$ cat config.mk
export PLATFORM = sky130hd
export DESIGN_NAME = alu_sequencer_flat
export DESIGN_NICKNAME = d
export VERILOG_FILES = /design/src/rtl/alu_pkg.sv /design/src/rtl/alu_sequencer_if.sv /design/src/rtl/alu_op_decode.sv /design/src/rtl/alu_sequencer.sv /design/src/flat_wrapper.sv
export SDC_FILE = /design/constraint.sdc
export NUM_CORES = 1
export LEC_CHECK = 0
export ABC_CLOCK_PERIOD_IN_PS = 4700
export BUFFER_PORTS_ARGS = -buffer_cell sky130_fd_sc_hd__buf_2
export CAP_MARGIN = 20
export CORE_MARGIN = 1.5
export CORE_UTILIZATION = 49
export CTS_CLUSTER_SIZE = 16
export DETAILED_ROUTE_END_ITERATION = 6
export HOLD_SLACK_MARGIN = 0.15
export PLACE_DENSITY = 0.93
export SYNTH_ARGS = -nofsm -noshare
export SYNTH_HDL_FRONTEND = slang
export SYNTH_SLANG_ARGS = --single-unit
$ cat constraint.sdc
create_clock -name i_clock -period 4.7 [get_ports i_clock]
set_input_delay 0.94 -clock i_clock [delete_from_list [all_inputs] [get_ports i_clock]]
set_output_delay 0.94 -clock i_clock [all_outputs]
set_load 0.02 [all_outputs]
$ cat src/rtl/alu_pkg.sv
// Shared opcode constants, control width, default EXEC wait counts and FSM state type.
// Latency: n/a (declarations only).
// Backpressure: n/a.
package alu_pkg;

    localparam int CTRL_W       = 13;
    localparam int CNT_W        = 8;
    localparam int ADD_WAIT_DEF = 2;
    localparam int MUL_WAIT_DEF = 4;
    localparam int DIV_WAIT_DEF = 8;

    typedef enum logic [3:0] {
        OP_AND  = 4'd0,
        OP_OR   = 4'd1,
        OP_ADD  = 4'd2,
        OP_SUB  = 4'd3,
        OP_MUL  = 4'd4,
        OP_DIV  = 4'd5,
        OP_SHR  = 4'd6,
        OP_SHRA = 4'd7,
        OP_SHL  = 4'd8,
        OP_ROR  = 4'd9,
        OP_ROL  = 4'd10,
        OP_NEG  = 4'd11,
        OP_NOT  = 4'd12
    } opcode_e;

    typedef enum logic [1:0] {
        ST_IDLE = 2'd0,
        ST_EXEC = 2'd1,
        ST_DONE = 2'd2
    } state_e;

endpackage

$ cat src/rtl/alu_sequencer_if.sv
// Request/response bus of the sequencer plus the operand/result path to the external ALU.
// Latency: n/a (wires only).
// Backpressure: none; start is only honoured while the sequencer is idle.
interface alu_sequencer_if;
    import alu_pkg::*;

    logic              start;
    logic [3:0]        opcode;
    logic [31:0]       a_in;
    logic [31:0]       b_in;
    logic              busy;
    logic              done;
    logic              err;
    logic [31:0]       z_hi;
    logic [31:0]       z_lo;
    logic [63:0]       alu_result;
    logic [31:0]       alu_a;
    logic [31:0]       alu_b;
    logic [CTRL_W-1:0] alu_control;

    modport master (
        output start, opcode, a_in, b_in, alu_result,
        input  busy, done, err, z_hi, z_lo, alu_a, alu_b, alu_control
    );

    modport slave (
        input  start, opcode, a_in, b_in, alu_result,
        output busy, done, err, z_hi, z_lo, alu_a, alu_b, alu_control
    );

endinterface

$ cat src/rtl/alu_op_decode.sv
// Opcode decoder: one-hot ALU control, EXEC cycle count N and illegal-opcode flag.
// Latency: purely combinational.
// Backpressure: none.
module alu_op_decode
    import alu_pkg::*;
#(
    parameter int ADD_WAIT = ADD_WAIT_DEF,
    parameter int MUL_WAIT = MUL_WAIT_DEF,
    parameter int DIV_WAIT = DIV_WAIT_DEF
) (
    input  logic [3:0]        i_opcode,
    output logic [CTRL_W-1:0] o_control,
    output logic [CNT_W-1:0]  o_wait,
    output logic              o_illegal
);

    // Single-cycle ops default to N=1; arithmetic ops take their configured wait.
    always_comb begin
        o_control = '0;
        o_wait    = CNT_W'(1);
        o_illegal = 1'b0;
        case (i_opcode)
            OP_ADD, OP_SUB: o_wait = CNT_W'(ADD_WAIT);
            OP_MUL:         o_wait = CNT_W'(MUL_WAIT);
            OP_DIV:         o_wait = CNT_W'(DIV_WAIT);
            default:        o_wait = CNT_W'(1);
        endcase
        if (i_opcode > OP_NOT) begin
            o_illegal = 1'b1;
        end else begin
            o_control = CTRL_W'(1) << i_opcode;
        end
    end

endmodule

$ cat src/rtl/alu_sequencer.sv
// Sequencer for an external multi-cycle ALU: latches operands, drives one-hot control for N cycles, captures result.
// Latency: start at edge k -> done pulse in cycle k+N+1 (illegal opcode: done+err in cycle k+1).
// Backpressure: start is ignored outside IDLE; nothing is queued.
module alu_sequencer
    import alu_pkg::*;
#(
    parameter int ADD_WAIT = ADD_WAIT_DEF,
    parameter int MUL_WAIT = MUL_WAIT_DEF,
    parameter int DIV_WAIT = DIV_WAIT_DEF
) (
    input  logic           i_clock,
    input  logic           i_clear,
    alu_sequencer_if.slave bus
);

    state_e            r_state;
    state_e            w_next_state;
    logic [CNT_W-1:0]  r_cnt;
    logic [3:0]        r_op;
    logic [31:0]       r_alu_a;
    logic [31:0]       r_alu_b;
    logic [31:0]       r_z_hi;
    logic [31:0]       r_z_lo;
    logic              r_err;

    logic [3:0]        w_dec_op;
    logic [CTRL_W-1:0] w_dec_ctrl;
    logic [CNT_W-1:0]  w_dec_wait;
    logic              w_dec_illegal;
    logic              w_accept;
    logic              w_capture;
    logic              w_reject;

    // In IDLE the decoder classifies the incoming opcode; afterwards it drives the latched one,
    // so late changes on the request bus cannot disturb the operation in flight.
    assign w_dec_op = (r_state == ST_IDLE) ? bus.opcode : r_op;

    alu_op_decode #(
        .ADD_WAIT (ADD_WAIT),
        .MUL_WAIT (MUL_WAIT),
        .DIV_WAIT (DIV_WAIT)
    ) u_decode (
        .i_opcode  (w_dec_op),
        .o_control (w_dec_ctrl),
        .o_wait    (w_dec_wait),
        .o_illegal (w_dec_illegal)
    );

    // Next-state logic and the accept/capture/reject strobes that steer the datapath.
    always_comb begin
        w_next_state = r_state;
        w_accept     = 1'b0;
        w_capture    = 1'b0;
        w_reject     = 1'b0;
        case (r_state)
            ST_IDLE: begin
                if (bus.start) begin
                    if (w_dec_illegal) begin
                        w_reject     = 1'b1;
                        w_next_state = ST_DONE;
                    end else begin
                        w_accept     = 1'b1;
                        w_next_state = ST_EXEC;
                    end
                end
            end
            ST_EXEC: begin
                if (r_cnt == '0) begin
                    w_capture    = 1'b1;
                    w_next_state = ST_DONE;
                end
            end
            ST_DONE: w_next_state = ST_IDLE;
            default: w_next_state = ST_IDLE;
        endcase
    end

    // State register; clear overrides any pending transition.
    always_ff @(posedge i_clock) begin
        if (i_clear) begin
            r_state <= ST_IDLE;
        end else begin
            r_state <= w_next_state;
        end
    end

    // Operand latch, wait counter, result capture and error flag.
    always_ff @(posedge i_clock) begin
        if (i_clear) begin
            r_cnt   <= '0;
            r_op    <= '0;
            r_alu_a <= '0;
            r_alu_b <= '0;
            r_z_hi  <= '0;
            r_z_lo  <= '0;
            r_err   <= 1'b0;
        end else begin
            if (w_accept) begin
                r_alu_a <= bus.a_in;
                r_alu_b <= bus.b_in;
                r_op    <= bus.opcode;
                r_cnt   <= w_dec_wait - CNT_W'(1);
            end else if ((r_state == ST_EXEC) && (r_cnt != '0)) begin
                r_cnt   <= r_cnt - CNT_W'(1);
            end
            if (w_capture) begin
                r_z_hi <= bus.alu_result[63:32];
                r_z_lo <= bus.alu_result[31:0];
            end
            // Only a rejected request leaves err set for the DONE cycle that follows it.
            r_err <= w_reject;
        end
    end

    assign bus.busy        = (r_state == ST_EXEC);
    assign bus.done        = (r_state == ST_DONE);
    assign bus.err         = r_err && (r_state == ST_DONE);
    assign bus.alu_control = (r_state == ST_EXEC) ? w_dec_ctrl : '0;
    assign bus.alu_a       = r_alu_a;
    assign bus.alu_b       = r_alu_b;
    assign bus.z_hi        = r_z_hi;
    assign bus.z_lo        = r_z_lo;

endmodule

$ cat src/flat_wrapper.sv
// flat-port wrapper written by rule: the top's interface ports become plain ports
module alu_sequencer_flat import alu_pkg::*;
#(
    parameter int ADD_WAIT = ADD_WAIT_DEF,
    parameter int MUL_WAIT = MUL_WAIT_DEF,
    parameter int DIV_WAIT = DIV_WAIT_DEF
)
  (i_clock, i_clear, bus_start, bus_opcode, bus_a_in, bus_b_in, bus_alu_result, bus_busy, bus_done, bus_err, bus_z_hi, bus_z_lo, bus_alu_a, bus_alu_b, bus_alu_control);
  alu_sequencer_if bus_i ();
  input  logic i_clock;
  input  logic i_clear;
  input wire logic [$bits(bus_i.start)-1:0] bus_start;
  input wire logic [$bits(bus_i.opcode)-1:0] bus_opcode;
  input wire logic [$bits(bus_i.a_in)-1:0] bus_a_in;
  input wire logic [$bits(bus_i.b_in)-1:0] bus_b_in;
  input wire logic [$bits(bus_i.alu_result)-1:0] bus_alu_result;
  output wire logic [$bits(bus_i.busy)-1:0] bus_busy;
  output wire logic [$bits(bus_i.done)-1:0] bus_done;
  output wire logic [$bits(bus_i.err)-1:0] bus_err;
  output wire logic [$bits(bus_i.z_hi)-1:0] bus_z_hi;
  output wire logic [$bits(bus_i.z_lo)-1:0] bus_z_lo;
  output wire logic [$bits(bus_i.alu_a)-1:0] bus_alu_a;
  output wire logic [$bits(bus_i.alu_b)-1:0] bus_alu_b;
  output wire logic [$bits(bus_i.alu_control)-1:0] bus_alu_control;
  assign bus_i.start = bus_start;
  assign bus_i.opcode = bus_opcode;
  assign bus_i.a_in = bus_a_in;
  assign bus_i.b_in = bus_b_in;
  assign bus_i.alu_result = bus_alu_result;
  assign bus_busy = bus_i.busy;
  assign bus_done = bus_i.done;
  assign bus_err = bus_i.err;
  assign bus_z_hi = bus_i.z_hi;
  assign bus_z_lo = bus_i.z_lo;
  assign bus_alu_a = bus_i.alu_a;
  assign bus_alu_b = bus_i.alu_b;
  assign bus_alu_control = bus_i.alu_control;
  alu_sequencer #(.ADD_WAIT(ADD_WAIT), .MUL_WAIT(MUL_WAIT), .DIV_WAIT(DIV_WAIT)) u_core (.i_clock(i_clock), .i_clear(i_clear), .bus(bus_i));
endmodule
==> reports/results.tsv <==
metric	value	unit
status	complete, no violations	
yosys.area.top_type	dfxtp_1	
overflow	0	
min_path_type	flip-flop to flip-flop	
synth_flop_cell	dfxtp_1	
seq_area_frac_synth	53.0	%
yosysUniqueCellTypes	41	
slew-limit-headroom	36.9	%
place.gp.congestion	0.841	
numCtsBuffers	17	
rows	38	
final_antenna_net_count	0	
cts_root_buffer	clkbuf_8	
track_usage	25.7	%
cp_num_buf_inv	1	
p_clk_share	41.4	%
synth_top_area_share	53.0	%
worst_pin_slew	940	ps
yosys_warnings	0	
p_per_area	454	nW/um^2
p_sw	970	uW
netlist_top_cells_area	dfxtp_1 53%, nand2_1 19%, a21oi_1 11%	
slew_violations	0	
cts_tree	done	
vias	5568	
critPathKind	flip-flop to output port	
clkSlewWorstSetupHoldPaths	60	ps
synthArstFlopShare	0	%
synth-xor-area-share	0.811	%
core_area	10800	um^2
place_inst	1057	
pwr-share-seq	40.7	%
nFillCells	810	
critical_path.top_delay_family	simple AND/OR/NAND/NOR gates	
synth-simple-area-share	24.6	%
postSynthAreaPerCell	7.95	um^2
fin_skew	9.56	ps
dp_hpwl	10800	um
end_kind	output port	
setup_viol	0	
fin_crit	3060	ps
fin_crit_sh	65.1	%
netlist_instances	679	
synthTopCellsByCount	270 x nand2_1, 143 x dfxtp_1, 118 x a21oi_1	
synth_top_family_by_area	simple AND/OR/NAND/NOR gates	
rsz0062_at_grt	false	
cts_num_sinks	143	
cts_resized	0	
max_stage_delay	380	ps
final-seq-area	2860	um^2
syn-num-nets	816	
fin_cells	1091	
synth_edf_count	0	
drive_gt1_share	35.5	%
initial_utilization	50.0	%
chipWidth	108	um
yosysMostFrequentCell	nand2_1	
grt_pass1_wl	23100	um
clk_latency	520	ps
crit_chain	or2_2 -> and3_1 -> a31oi_1 -> nor2_1 -> buf_2	
crit_fanout	8	
multiInputGateArea	2260	um^2
grt_max_degree	78	
cts_setup_buffers	0	
switching_share	29.0	%
synth-compound-area-share	16.0	%
area_growth	36.7	%
synth-seq-cells	143	
power_frac_comb	17.9	%
wire_per_inst	14.1	um
antenna_found_initial	1	
ios	279	
p_int	2.38	mW
synth_mux_area_share	0	%
cp_data_arrival_time	2120	ps
drt-initial-drc-count	365	
drc_errors	0	
htreeDepth	4	
wl	15400	um
vdd_ir_drop_max	0.000317	V
required	3760	ps
ctsHoldBuffers	0	
slowest_stage	dfxtp_1	
die-area	11700	um^2
hold_violations	0	
io_buffers	278	
fin_hold_ws	446	ps
cts_buffer_depth	2	
viasPerCell	5.10	
layout.nets	1074	
drt-pass1-iter-count	5	
synth_fa_ha_area_share	0.463	%
crit_path_start_kind	flip-flop	
p_leak	3.39	nW
max-cap-violations	0	
die_h	108	um
fmax	327	MHz
synthesis.area	5400	um^2
grt_pass1_vias	4907	
tns	0	ps
power groups by stage:
stage	clock network, mW	logic (mW)	registers [mW]
3_5_place_dp	0	0.590	1.39
3_3_place_gp	0	0.580	1.38
6_report	1.39	0.598	1.36
5_1_grt	1.46	0.654	1.37
4_1_cts	1.41	0.594	1.36
2_1_floorplan	0	0.300	1.49
worst reg2reg max path, cell delays in order (launching register included):
cell and delay (ps):
dfxtp_1 370, or4_1 670, nor4_4 820, buf_4 550, nand2_1 170, a21oi_1 200
layout by cell type (no fill, tap or decap), types with 2 or more instances in the layout:
cell and instances:
buf_2 277, nand2_1 270, dfxtp_1 143, a21oi_1 118, nor2_1 27, a21oi_2 16, clkbuf_16 16, buf_4 7
nand2b_1 5, a31oi_1 4, xor2_1 4, bufinv_16 4, inv_1 3, or3_1 3, o211ai_1 3, nor4_1 3
nor3_1 3, clkinv_2 3, inv_6 3, nand3b_1 2, nand4_1 2, o2111ai_1 2, nand4b_1 2, o21ai_0 2
ha_1 2, clkbuf_1 2, clkinvlp_4 2
metrics by stage:
stage	util (%)	cell area (um^2)	power, mW	setup WS (ps)
floorplan	-	5400	1.79	2040
global placement	62.5	6750	1.96	1910
detailed placement	62.5	6750	1.98	1900
CTS	68.2	7360	3.36	1660
global route	68.4	7380	3.49	1530
finish	68.4	7380	3.35	1640
registers in the layout, indices dropped and copies added (netlist names):
signal and count:
u_core.bus.alu_a 32, u_core.bus.alu_b 32, u_core.bus.z_hi 32, u_core.bus.z_lo 32
u_core.r_cnt 8, u_core.r_op 4, u_core.r_state 2, u_core.r_err 1
layer usage:
metal  global-route usage, %  routed length [um]  share of wire (%)
met1                    28.2                6080                 39
met2                    43.9                7560                 49
met3                    9.83                1340                8.7
met4                    11.8                 417                2.7
met5                       0                   0                  0
final cells by class:
cell class	count	area share, %
well taps	140	2.37
clock inverters	13	2.51
flip-flops and latches	143	38.8
repair buffers	285	19.8
diodes	1	0.0339
clock buffers	19	5.71
multi-input cells	486	30.6
inverters	4	0.203
worst paths after layout:
path | startpoint | endpoint | slack, ps | depth (start not counted)
max reg2reg | u_core.r_cnt[2] | u_core.bus.z_lo[13] | 1850 | 5
min | u_core.bus.z_hi[0] | u_core.bus.z_hi[0] | 450 | 2
max | u_core.r_state[1] | bus_alu_control[11] | 1640 | 5
min reg2reg | u_core.bus.z_hi[0] | u_core.bus.z_hi[0] | 450 | 2
cells by family (layout without fill, tap and decap cells):
logic type      after synthesis  count (layout)
buf+inv                      50             321
simple gates                327             327
compound gates              152             152
flops                       143             143
other cells                   0               1
xor+xnor                      5               5
fa+ha+maj                     2               2
No activity file was read; power rests on OpenSTA's default activity.
